**src/rtl/display_mux.sv**
```systemverilog
// Time-multiplexed digit driver: one digit lit per slot, optional dead time before each slot,
// with inputs snapshotted once per frame so a frame always shows a consistent value set.
module display_mux #(
   parameter int NUM_DIGITS   = 4,
   parameter int THRESHOLD    = 1000,
   parameter int BLANK_CYCLES = 16
) (
   input  logic                      clk,
   input  logic                      reset,
   input  logic [4*NUM_DIGITS-1:0]   nums,
   input  logic [NUM_DIGITS-1:0]     digit_en,
   output logic [3:0]                numOut,
   output logic [NUM_DIGITS-1:0]     disp,
   output logic                      frame_start
);

   localparam int CNT_MAX = (THRESHOLD > BLANK_CYCLES) ? THRESHOLD : BLANK_CYCLES;
   localparam int CNT_W   = (CNT_MAX > 1) ? $clog2(CNT_MAX) : 1;
   localparam int IDX_W   = $clog2(NUM_DIGITS);

   localparam logic [CNT_W-1:0] SHOW_LAST  = CNT_W'(THRESHOLD - 1);
   localparam logic [CNT_W-1:0] BLANK_LAST = (BLANK_CYCLES > 0) ? CNT_W'(BLANK_CYCLES - 1) : '0;
   localparam logic [IDX_W-1:0] IDX_LAST   = IDX_W'(NUM_DIGITS - 1);
   localparam bit               NO_BLANK   = (BLANK_CYCLES == 0);

   generate
      if (NUM_DIGITS < 2 || NUM_DIGITS > 8 || THRESHOLD < 1 || BLANK_CYCLES < 0) begin : g_bad_params
         $error("display_mux: illegal parameters NUM_DIGITS=%0d THRESHOLD=%0d BLANK_CYCLES=%0d",
                NUM_DIGITS, THRESHOLD, BLANK_CYCLES);
      end
   endgenerate

   typedef enum logic [1:0] {INIT, BLANK, SHOW} state_t;

   state_t                    state_q, state_d;
   logic [CNT_W-1:0]          cnt_q, cnt_d;
   logic [IDX_W-1:0]          idx_q, idx_d;
   logic [4*NUM_DIGITS-1:0]   nums_q, nums_d;
   logic [NUM_DIGITS-1:0]     en_q, en_d;
   logic [3:0]                num_out_q, num_out_d;
   logic [NUM_DIGITS-1:0]     disp_q, disp_d;
   logic                      fs_q, fs_d;
   logic                      slot_end;

   function automatic logic [NUM_DIGITS-1:0] onehot(input logic [IDX_W-1:0] i);
      return NUM_DIGITS'(1) << i;
   endfunction

   function automatic logic [3:0] digit_of(input logic [4*NUM_DIGITS-1:0] snap,
                                           input logic [IDX_W-1:0] i);
      return snap[4*i +: 4];
   endfunction

   always_comb begin
      state_d   = state_q;
      cnt_d     = cnt_q;
      idx_d     = idx_q;
      nums_d    = nums_q;
      en_d      = en_q;
      num_out_d = num_out_q;
      disp_d    = disp_q;
      fs_d      = 1'b0;
      slot_end  = 1'b0;

      case (state_q)
         INIT: slot_end = 1'b1;
         BLANK: begin
            if (cnt_q == BLANK_LAST) begin
               state_d = SHOW;
               cnt_d   = '0;
               disp_d  = onehot(idx_q) & en_q;
            end else begin
               cnt_d = cnt_q + CNT_W'(1);
            end
         end
         SHOW: begin
            if (cnt_q == SHOW_LAST) slot_end = 1'b1;
            else                    cnt_d = cnt_q + CNT_W'(1);
         end
         default: state_d = INIT;
      endcase

      // Slot boundary: either advance to the next digit or wrap and take a fresh frame snapshot.
      if (slot_end) begin
         cnt_d = '0;
         if (state_q == INIT || idx_q == IDX_LAST) begin
            nums_d    = nums;
            en_d      = digit_en;
            idx_d     = '0;
            num_out_d = nums[3:0];
            fs_d      = 1'b1;
         end else begin
            idx_d     = idx_q + IDX_W'(1);
            num_out_d = digit_of(nums_q, idx_q + IDX_W'(1));
         end
         if (NO_BLANK) begin
            state_d = SHOW;
            disp_d  = onehot(idx_d) & en_d;
         end else begin
            state_d = BLANK;
            disp_d  = '0;
         end
      end
   end

   always_ff @(posedge clk or negedge reset) begin
      if (!reset) begin
         state_q   <= INIT;
         cnt_q     <= '0;
         idx_q     <= '0;
         nums_q    <= '0;
         en_q      <= '0;
         num_out_q <= '0;
         disp_q    <= '0;
         fs_q      <= 1'b0;
      end else begin
         state_q   <= state_d;
         cnt_q     <= cnt_d;
         idx_q     <= idx_d;
         nums_q    <= nums_d;
         en_q      <= en_d;
         num_out_q <= num_out_d;
         disp_q    <= disp_d;
         fs_q      <= fs_d;
      end
   end

   assign numOut      = num_out_q;
   assign disp        = disp_q;
   assign frame_start = fs_q;

endmodule

```
**config.mk**
```make
export PLATFORM = sky130hd
export DESIGN_NAME = display_mux
export DESIGN_NICKNAME = d
export VERILOG_FILES = /design/src/rtl/display_mux.sv
export SDC_FILE = /design/constraint.sdc
export NUM_CORES = 1
export LEC_CHECK = 0
export ABC_AREA = 0
export CAP_MARGIN = 0
export CORE_ASPECT_RATIO = 0.8
export CORE_MARGIN = 2
export CORE_UTILIZATION = 45
export CTS_CLUSTER_SIZE = 14
export DETAILED_ROUTE_END_ITERATION = 6
export PLACE_DENSITY = 0.71
export SETUP_SLACK_MARGIN = 0.4
export SYNTH_ARGS = -nofsm -noshare
export SYNTH_HDL_FRONTEND = slang
export SYNTH_SLANG_ARGS = --single-unit
```
**constraint.sdc**
```tcl
create_clock -name clk -period 2.02 [get_ports clk]
set_input_delay 0.202 -clock clk [delete_from_list [all_inputs] [get_ports clk]]
set_output_delay 0.202 -clock clk [all_outputs]
set_load 0.02 [all_outputs]
```
After elaboration in Yosys (flattened, before gate mapping)
Cells that the tools add are included.

Logic and storage cells: 47. Register bits: 43. Input port bits: 22.

Mux-type cells: 16. Shifts and indexed selects: 2. Equal/unequal tests: 8. Add/sub/neg operators: 2. Bitwise gates (word level): 1. Reductions and logical operators: 10.

Operators with widths (count): 2-to-1 mux 10 bit (3); case mux 10 bit (2 select lines) (1); 2-to-1 mux 4 bit (4); indexed part select 16 x 5 -> 4 bit (1); adder 10 x 1 -> 10 bit, second input constant (1); == test 10 bit, second input constant (1); == test 10 x 4 -> 1 bit, second input constant (1); AND reduction 2 bit (4); 2-to-1 mux 2 bit (3); inequality test 3 bit, second input constant (2); bitwise AND 4 bit (1); == test 2 bit, second input constant (2); case mux 2 bit (2 select lines) (1); nonzero test 2 bit (2); left shift 1 x 2 -> 4 bit, first input constant (1); 2-to-1 mux 1 bit (3); nonzero test 3 bit (1); adder 2 x 1 -> 2 bit, second input constant (1); == test 2 x 1 -> 1 bit, second input constant (1); zero test 2 bit (1); inequality test 2 x 1 -> 1 bit, second input constant (1); case mux 1 bit (2 select lines) (1); OR reduction 2 bit (1); logical OR 1 bit (1).

Depth between registers and ports, before layout
Gate-level depths: netlist (run 1).

Word-level depth: 5. Gate-level depth with buffers: 7. Depth with buffers taken out: 5.

Least setup slack after synthesis (run 1)
Ideal clock, no wire load.

Kind: reg-to-reg. Start: register idx_q[0]. End: register num_out_q[0], in the netlist numOut[0]. Cell stages (with the launch flop): 7. Path buffers: 1. Setup time: 125 ps. Arrival: 1945 ps. Setup slack: -50 ps. Data required time: 1895 ps. Period minus slack after synthesis: 2070 ps. Cells stage by stage: dfrtp_1 > clkbuf_1 > inv_1 > ha_1 > mux4_2 > mux2_2 > mux2_2.

Cells in the longest elaborated chain, start to end: 3. Elaborated cells on any way between the ends: 5. Classes of those cells: add/sub (1); eq/ne (1); shift (1); mux (1); reduce/logical (1).

RTL lines: start: declaration (RTL line 37) `logic [IDX_W-1:0] idx_q, idx_d;`; start signal: assignment (RTL line 119) `idx_q <= idx_d;`; adder 2 x 1 -> 2 bit or == test 2 bit (tied branches) (RTL line 94, 86); indexed part select 16 x 5 -> 4 bit or logical OR 1 bit (tied branches) (RTL line 51, 86); 2-to-1 mux 4 bit * (RTL line 86) `if (state_q == INIT || idx_q == IDX_LAST) begin`; end signal: assignment (RTL line 122) `num_out_q <= num_out_d;`; end: declaration (RTL line 40) `logic [3:0] num_out_q, num_out_d;`.

Every way passes the cells marked *; elsewhere a longest branch is shown, timed or not. A chain may end at the register's enable or synchronous reset.

Worst setup path in the final report (run 1)
Start: register cnt_q[0]. End: register nums_q[3].

Cells in the longest elaborated chain, start to end: 4.

RTL lines: start: declaration (RTL line 36) `logic [CNT_W-1:0] cnt_q, cnt_d;`; start signal: assignment (RTL line 118) `cnt_q <= cnt_d;`; == test 10 bit (RTL line 77) `if (cnt_q == SHOW_LAST) slot_end = 1'b1;`; 2-to-1 mux 1 bit (RTL line 77); case mux 1 bit (2 select lines) (RTL line 65) `case (state_q)`; AND reduction 2 bit (no source line); end signal: assignment (RTL line 120) `nums_q <= nums_d;`; end: declaration (RTL line 38) `logic [4*NUM_DIGITS-1:0] nums_q, nums_d;`.

No other way between the ends.

==> results of run 1 <==
sequential cells by signal (all words and copies together) (netlist names):
signal / flops
frame_start: 1
en_q: 4
numOut: 4
disp: 4
state_q: 2
idx_q: 2
cnt_q: 10
nums_q: 16
synth_stat cells, types with 2 or more instances:
| library cell | instances | area (um^2) |
|---|---|---|
| inv_1 | 5 | 18.8 |
| clkbuf_1 | 3 | 11.3 |
| and3_1 | 2 | 12.5 |
| mux2_4 | 19 | 285 |
| nor2_1 | 9 | 33.8 |
| nand4_1 | 5 | 31.3 |
| dfrtp_1 | 43 | 1080 |
| buf_6 | 3 | 33.8 |
| xor2_1 | 6 | 52.6 |
| mux4_2 | 4 | 90.1 |
| o22ai_1 | 2 | 12.5 |
| nand3_1 | 5 | 25.0 |
| nand2_1 | 5 | 18.8 |
| ha_1 | 5 | 62.6 |
| and4_1 | 2 | 17.5 |
| mux2_2 | 9 | 101 |
| a32o_1 | 5 | 50.1 |
cells by family after synthesis:
kind of cell | after synthesis | synth area share, %
muxes | 32 | 22.5
AOI/OAI and AO/OA | 20 | 8.10
adders and majority gates | 5 | 2.96
xor gates and xnor gates | 7 | 2.90
and+or+nand+nor | 35 | 9.34
DFF | 43 | 50.8
buffers and inverters | 12 | 3.37
what timing repair did:
item                       4_1_cts  5_1_grt
cloned                           1        0
gates resized for setup         28       11
pin swaps                       12        1
hold endpoints to repair        43        0
setup endpoints to repair       32       41
hold buffers                     1        0
buffers inserted                11        1
worst max-delay path, delay by kind of cell, from the launching register on:
family	cells	cell delay, ns
simple gates	2	0.39
flops	1	0.42
fa+ha+maj	1	0.17
buf+inv	1	0.16
mux	1	0.29
compound gates	1	0.31
per-layer routing:
metal | track usage [%] | share of wire (%)
met1 | 27.9 | 44
met3 | 5.22 | 5.9
met4 | 6.99 | 1.9
met2 | 34.0 | 49
met5 | 0 | 0
metrics by stage:
step	power (mW)	util (%)	hold WS, ns
after floorplan	0.961	-	-0.0936
after global placement	1.04	56.4	0.187
after detailed placement	1.04	56.4	0.198
after CTS	1.83	64.3	0.409
after global routing	1.88	65.6	0.444
final	1.81	65.6	0.409
power groups by stage:
| stage | sequential [mW] | clock, mW | combinational, mW |
|---|---|---|---|
| floorplan | 0.919 | 0 | 0.0422 |
| global placement | 0.916 | 0 | 0.122 |
| finish | 0.900 | 0.779 | 0.129 |
| CTS | 0.900 | 0.795 | 0.131 |
| detailed placement | 0.916 | 0 | 0.126 |
| global route | 0.903 | 0.834 | 0.139 |
area by class of cell:
type                            instances  share of cell area (%)
Clock buffer                            6                    2.42
Sequential cell                        43                    36.0
Timing Repair Buffer                   56                    18.7
Inverter                                5                   0.626
Tap cell                               60                    2.51
Multi-Input combinational cell         99                    37.7
Clock inverter                          2                    2.00
worst paths after layout:
check,end,slack (ns)
max,nums_q[3],0.17
min,nums_q[7],0.41
max reg2reg,nums_q[3],0.17
min reg2reg,disp[3],0.50
max in group asynchronous,cnt_q[5],1.41
min in group clk,disp[3],0.50
placed cells by master (no fill, tap or decap), types with 2 or more instances in the layout:
| master | Yosys | final |
|---|---|---|
| dfrtp_1 | 43 | 41 |
| clkdlybuf4s50_1 | 0 | 29 |
| mux2_4 | 19 | 23 |
| buf_4 | 1 | 16 |
| nor2_2 | 0 | 7 |
| xor2_1 | 6 | 6 |
| buf_6 | 3 | 6 |
| nand4_1 | 5 | 5 |
| nand3_1 | 5 | 5 |
| nand2_1 | 5 | 5 |
| mux2_2 | 9 | 5 |
| a32o_1 | 5 | 5 |
| clkbuf_8 | 0 | 5 |
| mux4_2 | 4 | 4 |
| inv_1 | 5 | 3 |
| ha_1 | 5 | 3 |
| inv_2 | 0 | 2 |
| and4_4 | 1 | 2 |
| nor2_1 | 9 | 2 |
| ha_4 | 0 | 2 |
| bufinv_16 | 0 | 2 |
| dfrtp_2 | 0 | 2 |
| buf_12 | 0 | 2 |
==> qor.txt, run 1 <==
outcome -> finished clean
register area share after synthesis -> 50.8%
FF+latch count, synth -> 43
CP Launch Type -> flip-flop
Area Overhead vs Synth -> 41.5%
Clock Power Share -> 43.1%
power share of the combinational group -> 7.1%
Net Sw Power -> 0.341 mW
port bufs -> 30
Worst R2R Path Depth -> 6
CP Max Fanout -> 7
pwr/cell area -> 603 nW/um^2
slowest stage delay, CP -> 0.42 ns
Post-Place Cells -> 249
Mapped Area -> 2120 um^2
Clock transition at path regs -> 0.08 ns
WS Path Type -> flip-flop to flip-flop
Post-synth EDFFs -> 0
die area -> 5270 um^2
final non-filler cell total -> 271
first-pass GRT wire length -> 8.22 mm
final period utilization -> 91.5%
PnR worst setup slack -> 0.172 ns
Clock Tree Buf Depth -> 2
largest net degree at the start of global routing -> 44
DR pass1 iterations -> 4
initial core utilization -> 46.3%
IO Pins -> 31
clock sinks -> 43
Yosys warnings -> 0
post-placement cell area -> 2580 um^2
P_leak -> 1.30 nW
P_int -> 1.47 mW
clock root cell -> clkbuf_8
Setup WS pre-CTS -> 0.0877 ns
Slew Limit Fails -> 0
total track usage -> 21.0%
number of remaining DRC errors -> 0
height of the die -> 65.4 um
Post-Synthesis Cells -> 154
DRT antenna net count -> 0
Sequential Power Share -> 49.8%
RePlAce Congestion -> 0.898
Vias/cell -> 5.61
Wirelength per Cell -> 17.6 um
Slowest cell on crit path -> dfrtp_1
fill count -> 318
worst-margin pin slew -> 0.595 ns
detailed placer's ending HPWL -> 3.00 mm
RSZ-0062 raised after global routing -> yes
hold crit path type -> input pin to async pin
peak supply drop -> 353 uV
CP required -> 2.20 ns
H-tree depth -> 2
Post-synth ARST share -> 100%
nets@finish -> 237
total core area -> 4570 um^2
Sw Share -> 18.9%
CP Capture Type -> flip-flop
overflow left after global routing -> 0
clk_skew -> 0.0111 ns
Fin. Hold Viols -> 0
setup TNS -> 0 ns
later-pin clock latency in the skew report -> 0.30 ns
row cnt -> 22
fin crit period -> 1.85 ns
Antenna diodes -> 0
CTS tree -> done
fraction of final layout cells sized beyond drive strength 1 -> 43.6%
max_cap viols -> 0
Crit. Startpoint -> cnt_q[0]
commonest register cell after synthesis -> dfrtp_1
Cell variety after synth -> 39
mean post-synth cell area -> 13.7 um^2
Critical Path AT -> 2.03 ns
Initial DRC Count -> 111
endpoints failing setup -> 0
crit-path cells -> ha_4 -> and3b_2 -> and4_4 -> a31o_4 -> buf_12 -> mux2_4
vias in the first global route -> 1588
Mapped Nets -> 181
die width -> 80.7 um
TritonCTS Buffers -> 5
routed wire length -> 4.77 mm
Peak Freq -> 541 MHz
Worst R2R Start -> cnt_q[0]
area of the multi-input gates -> 1130 um^2
initial antenna violation count -> 0
register area -> 1080 um^2
Vias -> 1521
Slew HR -> 60.3%
post-route cell area -> 3000 um^2
Power figures use the tool's default switching activity.
==> inputs of run 2 (changes only) <==
- TNS_END_PERCENT: default -> 100
==> results of run 2 <==
The final DEF is identical to that of run 1; final timing and power are the same.
